===== src/rtl/trace_pkg.sv =====
// ============================================================================
// trace_pkg : shared types and constants for the trace dump controller
// Revision  : 1.0
// ============================================================================
`default_nettype none

package trace_pkg;

  localparam int         TRACE_AW = 9;
  localparam int         DEPTH    = 2**TRACE_AW;
  localparam logic [7:0] HDR_SYNC = 8'hA5;

  typedef enum logic [2:0] {
    IDLE    = 3'd0,
    RD      = 3'd1,
    WAIT_RD = 3'd2,
    SEND    = 3'd3,
    WAIT_TX = 3'd4,
    FIN     = 3'd5,
    HDR0    = 3'd6,
    HDR1    = 3'd7
  } dump_state_t;

endpackage

`default_nettype wire


===== src/rtl/trace_dump_ctrl_if.sv =====
// ============================================================================
// trace_dump_ctrl_if : command, trace RAM read and transmitter signals
// Revision           : 1.0
// ============================================================================
`default_nettype none

interface trace_dump_ctrl_if #(
  parameter int AW = 9,
  parameter int DW = 8
);

  logic          dump_req;
  logic          capture_done;
  logic [AW-1:0] trace_end;
  logic          ram_en;
  logic [AW-1:0] ram_addr;
  logic [DW-1:0] ram_rdata;
  logic [DW-1:0] tx_data;
  logic          trmt;
  logic          tx_done;
  logic          dump_busy;
  logic          dump_nack;
  logic          dump_done;
  logic          clr_capture_done;

  modport master (
    input  dump_req, capture_done, trace_end, ram_rdata, tx_done,
    output ram_en, ram_addr, tx_data, trmt,
    output dump_busy, dump_nack, dump_done, clr_capture_done
  );

  modport slave (
    output dump_req, capture_done, trace_end, ram_rdata, tx_done,
    input  ram_en, ram_addr, tx_data, trmt,
    input  dump_busy, dump_nack, dump_done, clr_capture_done
  );

endinterface

`default_nettype wire


===== src/rtl/trace_rd_ptr.sv =====
// ============================================================================
// trace_rd_ptr : wrapping trace RAM read pointer plus sent-byte counter
// Revision     : 1.0
// ============================================================================
`default_nettype none

module trace_rd_ptr #(
  parameter int AW = 9
) (
  input  logic          clk,
  input  logic          rst_n,
  input  logic          load_i,
  input  logic          inc_i,
  input  logic [AW-1:0] base_i,
  output logic [AW-1:0] ptr_o,
  output logic          last_o
);

  localparam logic [AW:0] CNT_LAST = (AW+1)'((2**AW) - 1);

  logic [AW-1:0] ptr_q, ptr_d;
  logic [AW:0]   cnt_q, cnt_d;

  // Oldest sample sits just after the last written one; AW-bit add wraps.
  always_comb begin
    ptr_d = ptr_q;
    cnt_d = cnt_q;
    if (load_i) begin
      ptr_d = base_i + AW'(1);
      cnt_d = '0;
    end else if (inc_i) begin
      ptr_d = ptr_q + AW'(1);
      cnt_d = cnt_q + (AW+1)'(1);
    end
  end

  always_ff @(posedge clk) begin
    if (!rst_n) begin
      ptr_q <= '0;
      cnt_q <= '0;
    end else begin
      ptr_q <= ptr_d;
      cnt_q <= cnt_d;
    end
  end

  assign ptr_o  = ptr_q;
  assign last_o = (cnt_q == CNT_LAST);

endmodule

`default_nettype wire


===== src/rtl/trace_dump_ctrl.sv =====
// ============================================================================
// trace_dump_ctrl : streams the capture trace RAM oldest-first to the UART.
// Define TRACE_DUMP_HDR_EN to prefix each dump with 0xA5 and trace_end[7:0].
// Revision        : 1.0
// ============================================================================
`default_nettype none

module trace_dump_ctrl
  import trace_pkg::*;
#(
  parameter int AW     = 9,
  parameter int DW     = 8,
  parameter int RD_LAT = 1
) (
  input  logic                     clk,
  input  logic                     rst_n,
  trace_dump_ctrl_if.master        dump_if
);

  localparam logic [1:0] LAT_LAST = 2'(RD_LAT - 1);

  dump_state_t   state_q, state_d;
  logic [DW-1:0] tx_data_q, tx_data_d;
  logic          nack_q, nack_d;
  logic [1:0]    lat_q, lat_d;

  logic          w_ptr_load;
  logic          w_ptr_inc;
  logic [AW-1:0] w_ptr;
  logic          w_last;

`ifdef TRACE_DUMP_HDR_EN
  localparam logic [1:0] HB_NONE = 2'd0;
  localparam logic [1:0] HB_SYNC = 2'd1;
  localparam logic [1:0] HB_END  = 2'd2;

  logic [1:0]    hdr_q, hdr_d;
  logic [DW-1:0] w_end_byte;

  // Pointer was loaded with trace_end+1, so stepping back recovers trace_end.
  assign w_end_byte = DW'(w_ptr - AW'(1));
`endif

  trace_rd_ptr #(.AW(AW)) u_rd_ptr (
    .clk    (clk),
    .rst_n  (rst_n),
    .load_i (w_ptr_load),
    .inc_i  (w_ptr_inc),
    .base_i (dump_if.trace_end),
    .ptr_o  (w_ptr),
    .last_o (w_last)
  );

  always_comb begin
    state_d    = state_q;
    tx_data_d  = tx_data_q;
    nack_d     = 1'b0;
    lat_d      = lat_q;
    w_ptr_load = 1'b0;
    w_ptr_inc  = 1'b0;
`ifdef TRACE_DUMP_HDR_EN
    hdr_d      = hdr_q;
`endif
    case (state_q)
      IDLE: begin
        if (dump_if.dump_req) begin
          if (dump_if.capture_done) begin
            w_ptr_load = 1'b1;
`ifdef TRACE_DUMP_HDR_EN
            tx_data_d  = DW'(HDR_SYNC);
            state_d    = HDR0;
`else
            state_d    = RD;
`endif
          end else begin
            nack_d = 1'b1;
          end
        end
      end
      RD: begin
        lat_d   = '0;
        state_d = WAIT_RD;
      end
      WAIT_RD: begin
        if (lat_q == LAT_LAST) begin
          tx_data_d = dump_if.ram_rdata;
          state_d   = SEND;
        end else begin
          lat_d = lat_q + 2'd1;
        end
      end
      SEND: state_d = WAIT_TX;
      WAIT_TX: begin
        if (dump_if.tx_done) begin
`ifdef TRACE_DUMP_HDR_EN
          if (hdr_q == HB_SYNC) begin
            tx_data_d = w_end_byte;
            state_d   = HDR1;
          end else if (hdr_q == HB_END) begin
            hdr_d   = HB_NONE;
            state_d = RD;
          end else begin
`endif
            w_ptr_inc = 1'b1;
            state_d   = w_last ? FIN : RD;
`ifdef TRACE_DUMP_HDR_EN
          end
`endif
        end
      end
      FIN: state_d = IDLE;
`ifdef TRACE_DUMP_HDR_EN
      HDR0: begin
        hdr_d   = HB_SYNC;
        state_d = WAIT_TX;
      end
      HDR1: begin
        hdr_d   = HB_END;
        state_d = WAIT_TX;
      end
`endif
      default: state_d = IDLE;
    endcase
  end

  always_ff @(posedge clk) begin
    if (!rst_n) begin
      state_q   <= IDLE;
      tx_data_q <= '0;
      nack_q    <= 1'b0;
      lat_q     <= '0;
`ifdef TRACE_DUMP_HDR_EN
      hdr_q     <= HB_NONE;
`endif
    end else begin
      state_q   <= state_d;
      tx_data_q <= tx_data_d;
      nack_q    <= nack_d;
      lat_q     <= lat_d;
`ifdef TRACE_DUMP_HDR_EN
      hdr_q     <= hdr_d;
`endif
    end
  end

  assign dump_if.ram_en           = (state_q == RD);
  assign dump_if.ram_addr         = w_ptr;
  assign dump_if.tx_data          = tx_data_q;
`ifdef TRACE_DUMP_HDR_EN
  assign dump_if.trmt             = (state_q == SEND) || (state_q == HDR0) || (state_q == HDR1);
`else
  assign dump_if.trmt             = (state_q == SEND);
`endif
  assign dump_if.dump_busy        = (state_q != IDLE);
  assign dump_if.dump_nack        = nack_q;
  assign dump_if.dump_done        = (state_q == FIN);
  assign dump_if.clr_capture_done = (state_q == FIN);

endmodule

`default_nettype wire


===== src/flat_wrapper.sv =====
// flat-port wrapper written by rule: the top's interface ports become plain ports
module trace_dump_ctrl_flat import trace_pkg::*;
#(
  parameter int AW     = 9,
  parameter int DW     = 8,
  parameter int RD_LAT = 1
)
  (clk, rst_n, dump_if_dump_req, dump_if_capture_done, dump_if_trace_end, dump_if_ram_rdata, dump_if_tx_done, dump_if_ram_en, dump_if_ram_addr, dump_if_tx_data, dump_if_trmt, dump_if_dump_busy, dump_if_dump_nack, dump_if_dump_done, dump_if_clr_capture_done);
  trace_dump_ctrl_if #(.AW(AW), .DW(DW)) dump_if_i ();
  input  logic clk;
  input  logic rst_n;
  input wire logic [$bits(dump_if_i.dump_req)-1:0] dump_if_dump_req;
  input wire logic [$bits(dump_if_i.capture_done)-1:0] dump_if_capture_done;
  input wire logic [$bits(dump_if_i.trace_end)-1:0] dump_if_trace_end;
  input wire logic [$bits(dump_if_i.ram_rdata)-1:0] dump_if_ram_rdata;
  input wire logic [$bits(dump_if_i.tx_done)-1:0] dump_if_tx_done;
  output wire logic [$bits(dump_if_i.ram_en)-1:0] dump_if_ram_en;
  output wire logic [$bits(dump_if_i.ram_addr)-1:0] dump_if_ram_addr;
  output wire logic [$bits(dump_if_i.tx_data)-1:0] dump_if_tx_data;
  output wire logic [$bits(dump_if_i.trmt)-1:0] dump_if_trmt;
  output wire logic [$bits(dump_if_i.dump_busy)-1:0] dump_if_dump_busy;
  output wire logic [$bits(dump_if_i.dump_nack)-1:0] dump_if_dump_nack;
  output wire logic [$bits(dump_if_i.dump_done)-1:0] dump_if_dump_done;
  output wire logic [$bits(dump_if_i.clr_capture_done)-1:0] dump_if_clr_capture_done;
  assign dump_if_i.dump_req = dump_if_dump_req;
  assign dump_if_i.capture_done = dump_if_capture_done;
  assign dump_if_i.trace_end = dump_if_trace_end;
  assign dump_if_i.ram_rdata = dump_if_ram_rdata;
  assign dump_if_i.tx_done = dump_if_tx_done;
  assign dump_if_ram_en = dump_if_i.ram_en;
  assign dump_if_ram_addr = dump_if_i.ram_addr;
  assign dump_if_tx_data = dump_if_i.tx_data;
  assign dump_if_trmt = dump_if_i.trmt;
  assign dump_if_dump_busy = dump_if_i.dump_busy;
  assign dump_if_dump_nack = dump_if_i.dump_nack;
  assign dump_if_dump_done = dump_if_i.dump_done;
  assign dump_if_clr_capture_done = dump_if_i.clr_capture_done;
  trace_dump_ctrl #(.AW(AW), .DW(DW), .RD_LAT(RD_LAT)) u_core (.clk(clk), .rst_n(rst_n), .dump_if(dump_if_i));
endmodule

===== config.mk =====
export PLATFORM = sky130hd
export DESIGN_NAME = trace_dump_ctrl_flat
export DESIGN_NICKNAME = d
export VERILOG_FILES = /design/src/rtl/trace_pkg.sv /design/src/rtl/trace_dump_ctrl_if.sv /design/src/rtl/trace_rd_ptr.sv /design/src/rtl/trace_dump_ctrl.sv /design/src/flat_wrapper.sv
export SDC_FILE = /design/constraint.sdc
export NUM_CORES = 1
export LEC_CHECK = 0
export ABC_AREA = 1
export CORE_MARGIN = 4
export CORE_UTILIZATION = 52
export DETAILED_ROUTE_END_ITERATION = 10
export GPL_ROUTABILITY_DRIVEN = 0
export HOLD_SLACK_MARGIN = 0.08
export PLACE_DENSITY = 0.87
export SETUP_SLACK_MARGIN = 0.4
export SYNTH_ARGS = -nofsm -noshare
export SYNTH_HDL_FRONTEND = slang
export SYNTH_HIERARCHICAL = 1
export SYNTH_SLANG_ARGS = --single-unit
export TNS_END_PERCENT = 100

===== constraint.sdc =====
create_clock -name clk -period 5.6 [get_ports clk]
set_input_delay 0.84 -clock clk [delete_from_list [all_inputs] [get_ports clk]]
set_output_delay 0.84 -clock clk [all_outputs]
set_load 0.01 [all_outputs]

# Yosys cells after proc, flatten, opt, wreduce, memory -nomap -nowiden
# Cells that the tools add are included.
# op_classes
addsub	4
n_eq_ne	11
n_mux	16
bitwise	1
reduce_logical	10
# op_table
cell	n
$add 9x1->9 const B	2
$mux 9	2
$mux 3	5
$pmux 3 s5	1
$add 10x1->10 const B	1
$eq 10x9->1 const B	1
$ne 2x2->1 const B	4
$eq 3x2->1 const B	2
$eq 3x3->1 const B	2
$mux 1	6
$pmux 2 s2	1
$reduce_and 2->1	2
$reduce_and 4->1	1
$reduce_bool 2->1	2
$eq 3x1->1 const B	1
$logic_not 3->1	1
$reduce_and 3->1	1
$reduce_bool 3->1	1
$add 2x1->2 const B	1
$logic_not 2->1	1
$mux 2	1
$ne 2x1->1 const B	1
$reduce_or 2->1	1
$not 1->1	1
# totals
ff_bits	33
inputBits	22

# Longest topological paths before layout
# logic_depth
depth_word	4
ltp_mapped	15
ltp_nobuf	14

# Hierarchy
# Netlist, hierarchy kept.
# modules_own_cells
mod	n_inst	cells_per_inst	area_per_inst_um2	seq_area_each_um2
trace_rd_ptr	1	169	1097.3	380.4
trace_dump_ctrl	1	88	654.4	280.3

# Least setup slack after synthesis
# Ideal clock, no wire load.
# synth_path
path_kind	input to register
startpoint	in dump_if_dump_req
endpoint	reg u_core.u_rd_ptr.ptr_q[6], in the netlist u_core/u_rd_ptr/ptr_o[6]
setup_time_ns	0.117
arrival_ns	2.120
required_time_ns	5.483
setup_slack_ns	3.363
cell_stages	13
path_cell_list	nand2_1 nor2_1 buf_6 nand2_1 o21ai_2 inv_1 ha_1 nand3_1 nor2_2 nand2_1 nand2_1 nor2_1 nor2_1
# synth_via
elab_chain_cells	3
# synth_lines
item	line_no	text
from (decl)	flat_wrapper.sv:12	input wire logic [$bits(dump_if_i.dump_req)-1:0] dump_if_dump_req;
$mux 1 (*)	trace_dump_ctrl.sv:66	if (dump_if.dump_req) begin
$mux 1 (*)	trace_dump_ctrl.sv:64	case (state_q)
named net u_core.w_ptr_load	trace_dump_ctrl.sv:27	logic w_ptr_load;
$mux 9 / $reduce_bool 2->1 (equally long branches)	-	
to (signal assigned)	trace_rd_ptr.sv:42	ptr_q <= ptr_d;
to (decl)	trace_rd_ptr.sv:21	logic [AW-1:0] ptr_q, ptr_d;
# The timed path passes the listed nets; every way through them passes the cells marked *.
# A chain may end at the register's enable or synchronous reset.

# Final worst setup path
# layout_path
startpoint	in dump_if_dump_req
endpoint	reg u_core.u_rd_ptr.ptr_q[8], in the netlist u_core/u_rd_ptr/ptr_o[8]
# The elaborated chain is that of the path after synthesis.

==> metrics.cfg <==
[route]
wl_met2_um = 1846
met1_length_um = 1821
avgViaCountPerCell = 5.032
drt-pass1-iter-count = 4
drtAntennaViolNets = 0
avgRoutedWirePerCell_um = 11.45
routed_wl_um = 3996
drc = 0
route.met3.wl_um = 291
dr.max_layer_used = met4
first_iter_violations = 91
vias = 1756

[pwr]
peakVddDrop_v = 0.0002191
power_density_nw_per_um2 = 457.1
power.leakage_nw = 0.9855

[clock_network]
path_clk_slew_ps = 100
cts_max_path_buffers = 2
postCtsSetupRepairBufs = 0
clock_sinks = 33
insertion_delay_ps = 330
cts_tree = built
cts_hold_buf = 0
cts_resized = 0
cts_buffers = 5
htree_levels = 2
cts-root-buf = clkbuf_4

[timing]
skew_ps = 7.311
hold_ws_ps = 493.5
finalHoldViolCount = 0
relSlewSlack = 0.2724
rsz0062_at_grt = false
fmax_ghz = 0.3306
fin_crit_sh = 0.5402
final-setup-viol-count = 0
tightest_slew_ps = 1087
fin_crit_ps = 3025
finalMaxSlewViolations = 0
finalSetupTns_ps = 0

[placed_design]
post_dp_cell_area_sq_um = 2220
dp_cells = 341
hpwlAfterDp_um = 3036
io_buffer_count = 44

[layout]
layout-drive-gt1-share = 0.1049
nets = 329
syn2layout_area_growth_pct = 31.57
mostFrequentLayoutCells = 54 x nand2_1, 47 x nor2_1, 44 x clkdlybuf4s50_1
stdcell_area_sq_um = 2305
final_cell_count_no_fill = 349
antenna-diode-count = 0
layout_commonest_cell = nand2_1

[floorplan]
die_area_sq_um = 4361
die_w_um = 66.04
start_util = 0.5600
die_h_um = 66.04
rows = 20
core_area_sq_um = 3128
io-pin-count = 45

[setup_path]
max_stage_delay_ps = 840
crit_fanout = 14
r2r_cells = 13
crit_path_cell_trace = clkdlybuf4s50_1 > nand2_1 > nor2_1 > nand2_1 > nand2_1 > ha_1 > nand2_1 > nor2_1 > nand2_1 > nand2_1 > nand3_1 > nand2_1 > inv_1
cp-end-kind = flip-flop
cpMaxStageDelayCell = nor2_1
criticalPathCategory = input pin to flip-flop
cp-startpoint = dump_if_dump_req
cp.arrival_ps = 3260
start_kind = input pin
crit_end = u_core/u_rd_ptr/ptr_o[8]$_SDFFE_PN0P_
cp_common_cell = nand2_1
r2r_start = u_core/state_q[1]$_SDFFE_PN0P_
cp.required_ps = 5840
r2r_end = u_core/u_rd_ptr/ptr_o[8]$_SDFFE_PN0P_
r2r_slack_ps = 2920

[synthesis]
synth_top_area_frac = 0.3771
yosys.area.top_type = dfxtp_1
syn_avg_cell_area_sq_um = 6.816
synth-seq-cells = 33
syn-num-nets = 282
synth_area_sq_um = 1752
synth_area_leaders = dfxtp_1 38%, nand2_1 12%, nor2_1 10%
synth_seq_area_share = 0.3771
netlist_instances = 257
yosys_warnings = 6
ys_types = 28

[hold_path]
hp-class = flip-flop to flip-flop

[run_status]
outcome = completed

[grt]
grt_pass1_vias = 1692
grt_max_degree = 17
grt_antenna_before_repair = 0
grt_overflow = 0
grtUsageTotal = 0.2079
grt_pass1_wl_um = 7079

[run]
max-cap-violations = 0

Yosys cell counts:
cell / number
inv_2: 5
inv_1: 28
nand3_2: 2
nand2_4: 4
nor2_2: 6
buf_2: 1
nand3_1: 20
nor3_1: 5
buf_6: 1
nor2_1: 47
o21ai_0: 16
clkbuf_1: 1
nor2_8: 2
nand4_1: 2
o21ai_2: 1
nand2_2: 3
a21oi_1: 12
o21a_1: 1
xnor2_1: 1
nand2_1: 54
a31oi_1: 1
nor4_1: 2
ha_1: 3
nor3_2: 1
o21ai_1: 1
buf_4: 2
xor2_1: 2
dfxtp_1: 33
where the power goes:
part / switching [mW] / internal (mW)
Sequential: 0.0478 / 0.298
Combinational: 0.296 / 0.224
Clock: 0.0811 / 0.107
Total: 0.425 / 0.629
how the worst min path moves through the flow:
stage	startpoint	endpoint	slack, ps	cells after the start
final	u_core/dump_if.tx_data[2]$_SDFFE_PN0P_	u_core/dump_if.tx_data[2]$_SDFFE_PN0P_	490	2
after global placement	u_core/dump_if.tx_data[1]$_SDFFE_PN0P_	u_core/dump_if.tx_data[1]$_SDFFE_PN0P_	460	2
after global routing	u_core/dump_if.tx_data[1]$_SDFFE_PN0P_	u_core/dump_if.tx_data[1]$_SDFFE_PN0P_	530	2
after detailed placement	u_core/dump_if.tx_data[2]$_SDFFE_PN0P_	u_core/dump_if.tx_data[2]$_SDFFE_PN0P_	480	2
after CTS	u_core/dump_if.tx_data[2]$_SDFFE_PN0P_	u_core/dump_if.tx_data[2]$_SDFFE_PN0P_	500	2
after floorplan	u_core/u_rd_ptr/cnt_q[0]$_SDFFE_PP0P_	u_core/u_rd_ptr/cnt_q[0]$_SDFFE_PP0P_	450	1
per-stage QoR:
step	total power, mW	setup slack, ps	util
after floorplan	0.6850	3363	-
after global placement	0.8575	2332	0.7096
after detailed placement	0.8697	2250	0.7096
after CTS	1.059	2610	0.7368
after global routing	1.141	2385	0.7368
final	1.054	2575	0.7368
cell families after synthesis:
family | count (synthesis) | synth area share
simple gates | 148 | 0.4000
compound gates | 32 | 0.09572
buf+inv | 38 | 0.09071
fa+ha+maj | 3 | 0.02143
flops | 33 | 0.3771
xor+xnor | 3 | 0.01500
layer usage:
layer / GRT usage / up-vias
met1: 0.2469 / 785
met2: 0.3617 / 56
met3: 0.05612 / 4
met4: 0.06599 / 0
li1: - / 911
met5: 0 / -
critical path: cells and delay by family:
family | cells | cell delay, ps
buffers and inverters | 2 | 510
and+or+nand+nor | 10 | 1680
adders and majority gates | 1 | 210
sequential cells by signal (all words and copies together), names as in the netlist:
signal and count:
u_core/lat_q 2, u_core/u_rd_ptr/cnt_q 10, u_core/dump_if.dump_nack 1, u_core/u_rd_ptr/ptr_o 9
u_core/state_q 3, u_core/dump_if.tx_data 8
layout make-up:
type / count / area, sq um
Clock buffer: 7 / 55.05
Fill cell: 250 / 823.3
Sequential cell: 33 / 660.6
Multi-Input combinational cell: 186 / 932.1
Clock inverter: 1 / 30.03
Timing Repair Buffer: 45 / 447.9
Inverter: 33 / 123.9
Tap cell: 44 / 55.05
Note: power is estimated with default switching activity, not from simulation.
